**config.mk**
```make
export PLATFORM = sky130hd
export DESIGN_NAME = max7219_spi_responder
export DESIGN_NICKNAME = d
export VERILOG_FILES = /design/src/rtl/max7219_pkg.sv /design/src/rtl/max7219_codeb_font.sv /design/src/rtl/max7219_spi_responder.sv
export SDC_FILE = /design/constraint.sdc
export NUM_CORES = 1
export LEC_CHECK = 0
export ABC_AREA = 1
export BUFFER_PORTS_ARGS = -buffer_cell sky130_fd_sc_hd__buf_4
export CORE_ASPECT_RATIO = 1.1
export CORE_MARGIN = 1.5
export CORE_UTILIZATION = 40
export CTS_CLUSTER_SIZE = 40
export DETAILED_ROUTE_END_ITERATION = 8
export PLACE_DENSITY_LB_ADDON = 0.12
export SLEW_MARGIN = 20
export SYNTH_ARGS = -nofsm -noshare
export SYNTH_HDL_FRONTEND = slang
export SYNTH_SLANG_ARGS = --single-unit
```
**constraint.sdc**
```tcl
create_clock -name clk -period 1.7 [get_ports clk]
set_input_delay 0.17 -clock clk [delete_from_list [all_inputs] [get_ports clk]]
set_output_delay 0.17 -clock clk [all_outputs]
set_load 0.02 [all_outputs]
```
**src/rtl/max7219_pkg.sv**
```systemverilog
// Shared register map, frame constants and frame FSM states for the MAX7219 SPI responder.
package max7219_pkg;

    localparam logic [3:0] REG_NOP          = 4'h0;
    localparam logic [3:0] REG_DIGIT0       = 4'h1;
    localparam logic [3:0] REG_DIGIT1       = 4'h2;
    localparam logic [3:0] REG_DIGIT2       = 4'h3;
    localparam logic [3:0] REG_DIGIT3       = 4'h4;
    localparam logic [3:0] REG_DIGIT4       = 4'h5;
    localparam logic [3:0] REG_DIGIT5       = 4'h6;
    localparam logic [3:0] REG_DIGIT6       = 4'h7;
    localparam logic [3:0] REG_DIGIT7       = 4'h8;
    localparam logic [3:0] REG_DECODE_MODE  = 4'h9;
    localparam logic [3:0] REG_INTENSITY    = 4'hA;
    localparam logic [3:0] REG_SCAN_LIMIT   = 4'hB;
    localparam logic [3:0] REG_SHUTDOWN     = 4'hC;
    localparam logic [3:0] REG_DISPLAY_TEST = 4'hF;

    localparam int unsigned FRAME_BITS = 16;

    typedef enum logic {
        IDLE,
        SHIFT
    } frame_state_t;

endpackage

```
**src/rtl/max7219_codeb_font.sv**
```systemverilog
// Code-B font: 4-bit code to segments A..G (bit 6 = A, bit 0 = G), decimal point excluded.
module max7219_codeb_font (
    input  logic [3:0] code_i,
    output logic [6:0] seg_o
);

    always_comb begin
        seg_o = 7'h00;
        case (code_i)
            4'h0: seg_o = 7'h7E;
            4'h1: seg_o = 7'h30;
            4'h2: seg_o = 7'h6D;
            4'h3: seg_o = 7'h79;
            4'h4: seg_o = 7'h33;
            4'h5: seg_o = 7'h5B;
            4'h6: seg_o = 7'h5F;
            4'h7: seg_o = 7'h70;
            4'h8: seg_o = 7'h7F;
            4'h9: seg_o = 7'h7B;
            4'hA: seg_o = 7'h01;
            4'hB: seg_o = 7'h4F;
            4'hC: seg_o = 7'h37;
            4'hD: seg_o = 7'h0E;
            4'hE: seg_o = 7'h67;
            default: seg_o = 7'h00;
        endcase
    end

endmodule

```
**src/rtl/max7219_spi_responder.sv**
```systemverilog
// MAX7219-compatible SPI receiver, register file and segment image driver.
// Define MAX7219_CODEB_EN to enable Code-B decoding of digits selected by decode_mode.
module max7219_spi_responder
    import max7219_pkg::*;
#(
    parameter int unsigned SYNC_STAGES = 2,
    parameter int unsigned ERR_ON_LONG = 1
) (
    input  logic        clk,
    input  logic        reset,
    input  logic        spi_clk_i,
    input  logic        din_i,
    input  logic        cs_i,
    output logic        wr_valid_o,
    output logic [3:0]  wr_addr_o,
    output logic [7:0]  wr_data_o,
    output logic        frame_err_o,
    output logic [7:0]  decode_mode_o,
    output logic [3:0]  intensity_o,
    output logic [2:0]  scan_limit_o,
    output logic        shutdown_n_o,
    output logic        display_test_o,
    output logic [63:0] seg_o
);

    logic [SYNC_STAGES-1:0] spi_clk_sync_q, din_sync_q, cs_sync_q;
    logic                   spi_clk_prev_q, cs_prev_q;
    logic                   spi_rise, cs_rise, cs_fall, cs_s;

    frame_state_t state_q, state_d;
    // Bits [15:12] of a frame are don't-care, so only the low 12 bits are kept.
    logic [11:0]  shreg_q, shreg_d;
    logic [4:0]   count_q, count_d;
    logic         wr_valid_q, wr_valid_d, frame_err_q, frame_err_d;
    logic [3:0]   wr_addr_q, wr_addr_d, intensity_q, intensity_d;
    logic [7:0]   wr_data_q, wr_data_d, decode_mode_q, decode_mode_d;
    logic [2:0]   scan_limit_q, scan_limit_d;
    logic         shutdown_n_q, shutdown_n_d, display_test_q, display_test_d;
    logic [7:0]   digit_q [8];
    logic [7:0]   digit_d [8];
    logic [7:0]   image [8];
    logic [3:0]   frame_addr;
    logic [7:0]   frame_data;

    assign cs_s     = cs_sync_q[SYNC_STAGES-1];
    assign spi_rise = spi_clk_sync_q[SYNC_STAGES-1] & ~spi_clk_prev_q;
    assign cs_rise  = cs_s & ~cs_prev_q;
    assign cs_fall  = ~cs_s & cs_prev_q;

    assign frame_addr = shreg_q[11:8];
    assign frame_data = shreg_q[7:0];

    always_ff @(posedge clk) begin
        if (!reset) begin
            spi_clk_sync_q <= '0;
            din_sync_q     <= '0;
            cs_sync_q      <= '1;
            spi_clk_prev_q <= 1'b0;
            cs_prev_q      <= 1'b1;
        end else begin
            spi_clk_sync_q <= {spi_clk_sync_q[SYNC_STAGES-2:0], spi_clk_i};
            din_sync_q     <= {din_sync_q[SYNC_STAGES-2:0], din_i};
            cs_sync_q      <= {cs_sync_q[SYNC_STAGES-2:0], cs_i};
            spi_clk_prev_q <= spi_clk_sync_q[SYNC_STAGES-1];
            cs_prev_q      <= cs_s;
        end
    end

    always_comb begin
        state_d        = state_q;
        shreg_d        = shreg_q;
        count_d        = count_q;
        wr_valid_d     = 1'b0;
        frame_err_d    = 1'b0;
        wr_addr_d      = wr_addr_q;
        wr_data_d      = wr_data_q;
        decode_mode_d  = decode_mode_q;
        intensity_d    = intensity_q;
        scan_limit_d   = scan_limit_q;
        shutdown_n_d   = shutdown_n_q;
        display_test_d = display_test_q;
        digit_d        = digit_q;

        unique case (state_q)
            IDLE: begin
                if (cs_fall) begin
                    state_d = SHIFT;
                    count_d = 5'd0;
                end
            end
            SHIFT: begin
                // A cs rise wins over a coincident spi_clk rise.
                if (cs_rise) begin
                    state_d = IDLE;
                    if (count_q >= 5'(FRAME_BITS)) begin
                        wr_valid_d  = 1'b1;
                        wr_addr_d   = frame_addr;
                        wr_data_d   = frame_data;
                        frame_err_d = (ERR_ON_LONG != 0) && (count_q > 5'(FRAME_BITS));
                        if (frame_addr >= REG_DIGIT0 && frame_addr <= REG_DIGIT7) begin
                            digit_d[3'(frame_addr - REG_DIGIT0)] = frame_data;
                        end
                        case (frame_addr)
                            REG_DECODE_MODE:  decode_mode_d  = frame_data;
                            REG_INTENSITY:    intensity_d    = frame_data[3:0];
                            REG_SCAN_LIMIT:   scan_limit_d   = frame_data[2:0];
                            REG_SHUTDOWN:     shutdown_n_d   = frame_data[0];
                            REG_DISPLAY_TEST: display_test_d = frame_data[0];
                            default: ;
                        endcase
                    end else begin
                        frame_err_d = 1'b1;
                    end
                end else if (spi_rise) begin
                    shreg_d = {shreg_q[10:0], din_sync_q[SYNC_STAGES-1]};
                    if (count_q != 5'd31) begin
                        count_d = count_q + 5'd1;
                    end
                end
            end
            default: state_d = IDLE;
        endcase
    end

    always_ff @(posedge clk) begin
        if (!reset) begin
            state_q        <= IDLE;
            shreg_q        <= '0;
            count_q        <= '0;
            wr_valid_q     <= 1'b0;
            frame_err_q    <= 1'b0;
            wr_addr_q      <= '0;
            wr_data_q      <= '0;
            decode_mode_q  <= '0;
            intensity_q    <= '0;
            scan_limit_q   <= '0;
            shutdown_n_q   <= 1'b0;
            display_test_q <= 1'b0;
            digit_q        <= '{default: '0};
        end else begin
            state_q        <= state_d;
            shreg_q        <= shreg_d;
            count_q        <= count_d;
            wr_valid_q     <= wr_valid_d;
            frame_err_q    <= frame_err_d;
            wr_addr_q      <= wr_addr_d;
            wr_data_q      <= wr_data_d;
            decode_mode_q  <= decode_mode_d;
            intensity_q    <= intensity_d;
            scan_limit_q   <= scan_limit_d;
            shutdown_n_q   <= shutdown_n_d;
            display_test_q <= display_test_d;
            digit_q        <= digit_d;
        end
    end

`ifdef MAX7219_CODEB_EN
    for (genvar g = 0; g < 8; g++) begin : g_codeb
        logic [6:0] font;
        max7219_codeb_font u_font (
            .code_i (digit_q[g][3:0]),
            .seg_o  (font)
        );
        assign image[g] = decode_mode_q[g] ? {digit_q[g][7], font} : digit_q[g];
    end
`else
    assign image = digit_q;
`endif

    always_comb begin
        seg_o = '0;
        for (int i = 0; i < 8; i++) begin
            if (display_test_q) begin
                seg_o[8*i +: 8] = 8'hFF;
            end else if (shutdown_n_q && (3'(i) <= scan_limit_q)) begin
                seg_o[8*i +: 8] = image[i];
            end
        end
    end

    assign wr_valid_o     = wr_valid_q;
    assign wr_addr_o      = wr_addr_q;
    assign wr_data_o      = wr_data_q;
    assign frame_err_o    = frame_err_q;
    assign decode_mode_o  = decode_mode_q;
    assign intensity_o    = intensity_q;
    assign scan_limit_o   = scan_limit_q;
    assign shutdown_n_o   = shutdown_n_q;
    assign display_test_o = display_test_q;

endmodule
```
==> metrics <==
maximum vdd drop 0.000570 V; period utilization 96.3%; critical path type reg2out; Hold Fails Final Rpt 0; count of input and output buffers roughly 100; DR iter-0 viols 295; DRC Markers 0; Ant. Diodes 0; vias in the first global route 4755; Finished Layout Cells 1091; Synth Area in Adders 1.80%; Pleak between 3 and 4 nW; GRT overflow 0; Power Density 921 nW/µm²; layout cell share with drive strength beyond 1 22.9%; Worst slew margin 60.3%; TritonCTS clock tree done; maxcap violations 0; Pre-antenna DRT Iters 5; final setup violation count 0; simple logic cell fraction of the synthesized area between 20 and 30%; Overall Global Routing Usage 19.9%; CP endpoint kind output pin; asr flop ratio synth 0%; Net count, final 903; net count after synthesis 811; Core ar. 13700 µm²; Final Core Density 54.1%; Die H 127 µm; CP Max Fanout 8; Placed Cells around 1100; Clock Tree Buf Depth 2; Area contributors post-synth dfxtp_1 (44%), nand2_1 (12%), a21oi_1 (9.4%); H-tree levels 4; die area between 10000 and 15000 µm²; total negative slack 0 ns; routed vias 5272; RSZ-0062 raised after global routing yes; Num CTS Buffers 17; Synth cell types 29; Post-synth EDFFs 0; Syn Std Cell Area 5570 µm²; slack of the critical path 0.0621 ns; Routed Antenna Nets 0; CP Launch Type flip-flop; via/cell ratio 4.83; mux cell area share after synthesis 0%; largest family of logic cells by synthesized area simple AND/OR/NAND/NOR gates; Clock Tree Root clkbuf_16; largest net degree at the start of global routing 102; initial antenna violation count 0; cells after synthesis 798; max-slew violation count 0; register bit total from synthesis about 120; Cell Rows 45; Wirelength per Cell 13.5 µm; routability cong. 0.824; Worst EP required 1.53 ns; Least-Margin Pin Slew between 0.5 and 0.6 ns; prevailing post-synth register cell dfxtp_1; Compound-Gate Fraction of Synth Area 14.7%; IO Count 100; dpl ws approximately 0.014 ns; post-layout min period 1.64 ns; Clock Latency Late Sink 0.41 ns; Initial Util 40.7%; Filler Cells Inserted 1341; worst hold-check path type in2reg; Seq/Total Area, Yosys 43.5%; Clk pin slew, worst setup/hold paths 0.05 ns; Synth top area share between 40% and 50%; dpl hpwl approximately 9.3 mm; status finished, final reports clean; first-pass GRT wire length 23.3 mm; Warnings, synthesis 0; wirelength, routed 14.7 mm; Avg Inst Size Synth 6.97 µm²; largest area contributor in the netlist dfxtp_1; post-CTS setup buffers 0; max frequency approximately 600 MHz; crit path DAT 1.47 ns; CTS sink cnt 121; Setup Skew between 0.006 and 0.007 ns; Layout area overhead 33.0%; post-synthesis xor/xnor area fraction 0%; Hold Slack 0.286 ns; Chip Width ~120 µm
[repair_timing]
item | in CTS | in global routing
hold buffers | 3 | 0
pin swaps | 1 | 7
setup endpoints to repair | 20 | 103
gates cloned | 0 | 3
hold endpoints to repair | 3 | 0
resized for setup | 15 | 45
[area by class of cell]
cell class | count | area, µm² | area share [%]
Multi-Input combinational cell | 557 | 2640 | 35.7
Clock inverter | 10 | 141 | 1.91
Sequential cell | 121 | 2440 | 33.0
Tap cell | 188 | 235 | 3.18
Inverter | 59 | 226 | 3.06
Clock buffer | 22 | 484 | 6.54
Timing Repair Buffer | 134 | 1230 | 16.6
[where the power goes]
group / switching (mW) / internal, mW / leakage (nW)
registers: 0.0171 / 2.85 / 0.981
logic: 0.142 / 0.0833 / 1.98
clock network: 1.26 / 2.46 / 0.291
total: 1.42 / 5.39 / 3.25
[logic make-up after synthesis]
kind of cell / Yosys count
AOI/OAI and AO/OA: 160
adders and majority gates: 8
buffers and inverters: 120
DFF: 121
and+or+nand+nor: 389
[metal layers]
| layer | up-vias | GRT usage, % | wire length [µm] |
|---|---|---|---|
| met5 | - | 0 | 0 |
| met4 | 0 | 6.10 | 192 |
| met3 | 14 | 4.40 | 642 |
| met2 | 116 | 32.1 | 7010 |
| met1 | 2394 | 26.6 | 6850 |
| li1 | 2748 | - | - |
[metrics by stage]
stage / instance area [µm²] / power [mW]
after floorplan: 5570 / 3.08
after global placement: 6560 / 3.13
after detailed placement: 6560 / 3.14
after CTS: 7230 / 6.86
after global routing: 7400 / 7.04
final: 7400 / 6.81
[flip-flops by register name, summed over array words and instances, names as in the netlist, 2 cells and up]
signal          flops
digit_q            64
wr_addr_o           4
din_sync_q          2
spi_clk_sync_q      2
cs_sync_q           2
wr_data_o           8
intensity_o         4
scan_limit_o        3
decode_mode_o       8
count_q             5
shreg_q            12
[worst max-delay path, stage by stage (launching register included)]
cell     delay (ns)
dfxtp_4        0.35
nand2_2        0.09
nand2_2        0.08
a21oi_2        0.11
buf_4          0.17
o21ai_0        0.08
buf_4          0.17
[synth_stat cells (4+ instances only)]
cell,instances
nand2_1,179
dfxtp_1,121
nor2_1,113
a21oi_1,104
nand3_1,79
inv_1,55
o21ai_0,53
clkbuf_1,22
buf_4,19
ha_1,8
buf_1,7
buf_6,7
nor2_4,5
buf_2,4
[path summary, 6_finish.rpt]
check	endpoint	cells past startpoint	start	slack, ns
worst min register to register	spi_clk_sync_q[1]	2	spi_clk_sync_q[0]	0.41
worst min-delay path	digit_q[2]	4	reset	0.29
worst max register to register	digit_q[28]	10	shreg_q[9]	0.07
worst max-delay path	seg_o[10]	6	shutdown_n_o	0.06
[cell usage in the layout, fill, tap and decap left out, types with 2 or more instances in the layout]
| master | count |
|---|---|
| a21oi_1 | 102 |
| a21oi_2 | 2 |
| buf_12 | 12 |
| buf_4 | 112 |
| buf_6 | 4 |
| bufinv_16 | 3 |
| clkbuf_16 | 20 |
| clkbuf_8 | 4 |
| clkinvlp_4 | 5 |
| dfxtp_1 | 114 |
| dfxtp_2 | 3 |
| dfxtp_4 | 4 |
| dlygate4sd3_1 | 3 |
| ha_1 | 6 |
| inv_1 | 52 |
| inv_2 | 5 |
| inv_4 | 2 |
| nand2_1 | 174 |
| nand2_2 | 6 |
| nand3_1 | 79 |
| nor2_1 | 113 |
| nor2_2 | 2 |
| nor2_4 | 6 |
| o21ai_0 | 34 |
| o21ai_1 | 13 |
| o21ai_2 | 6 |
| or2_2 | 2 |
(Power assumes the default switching activity.)
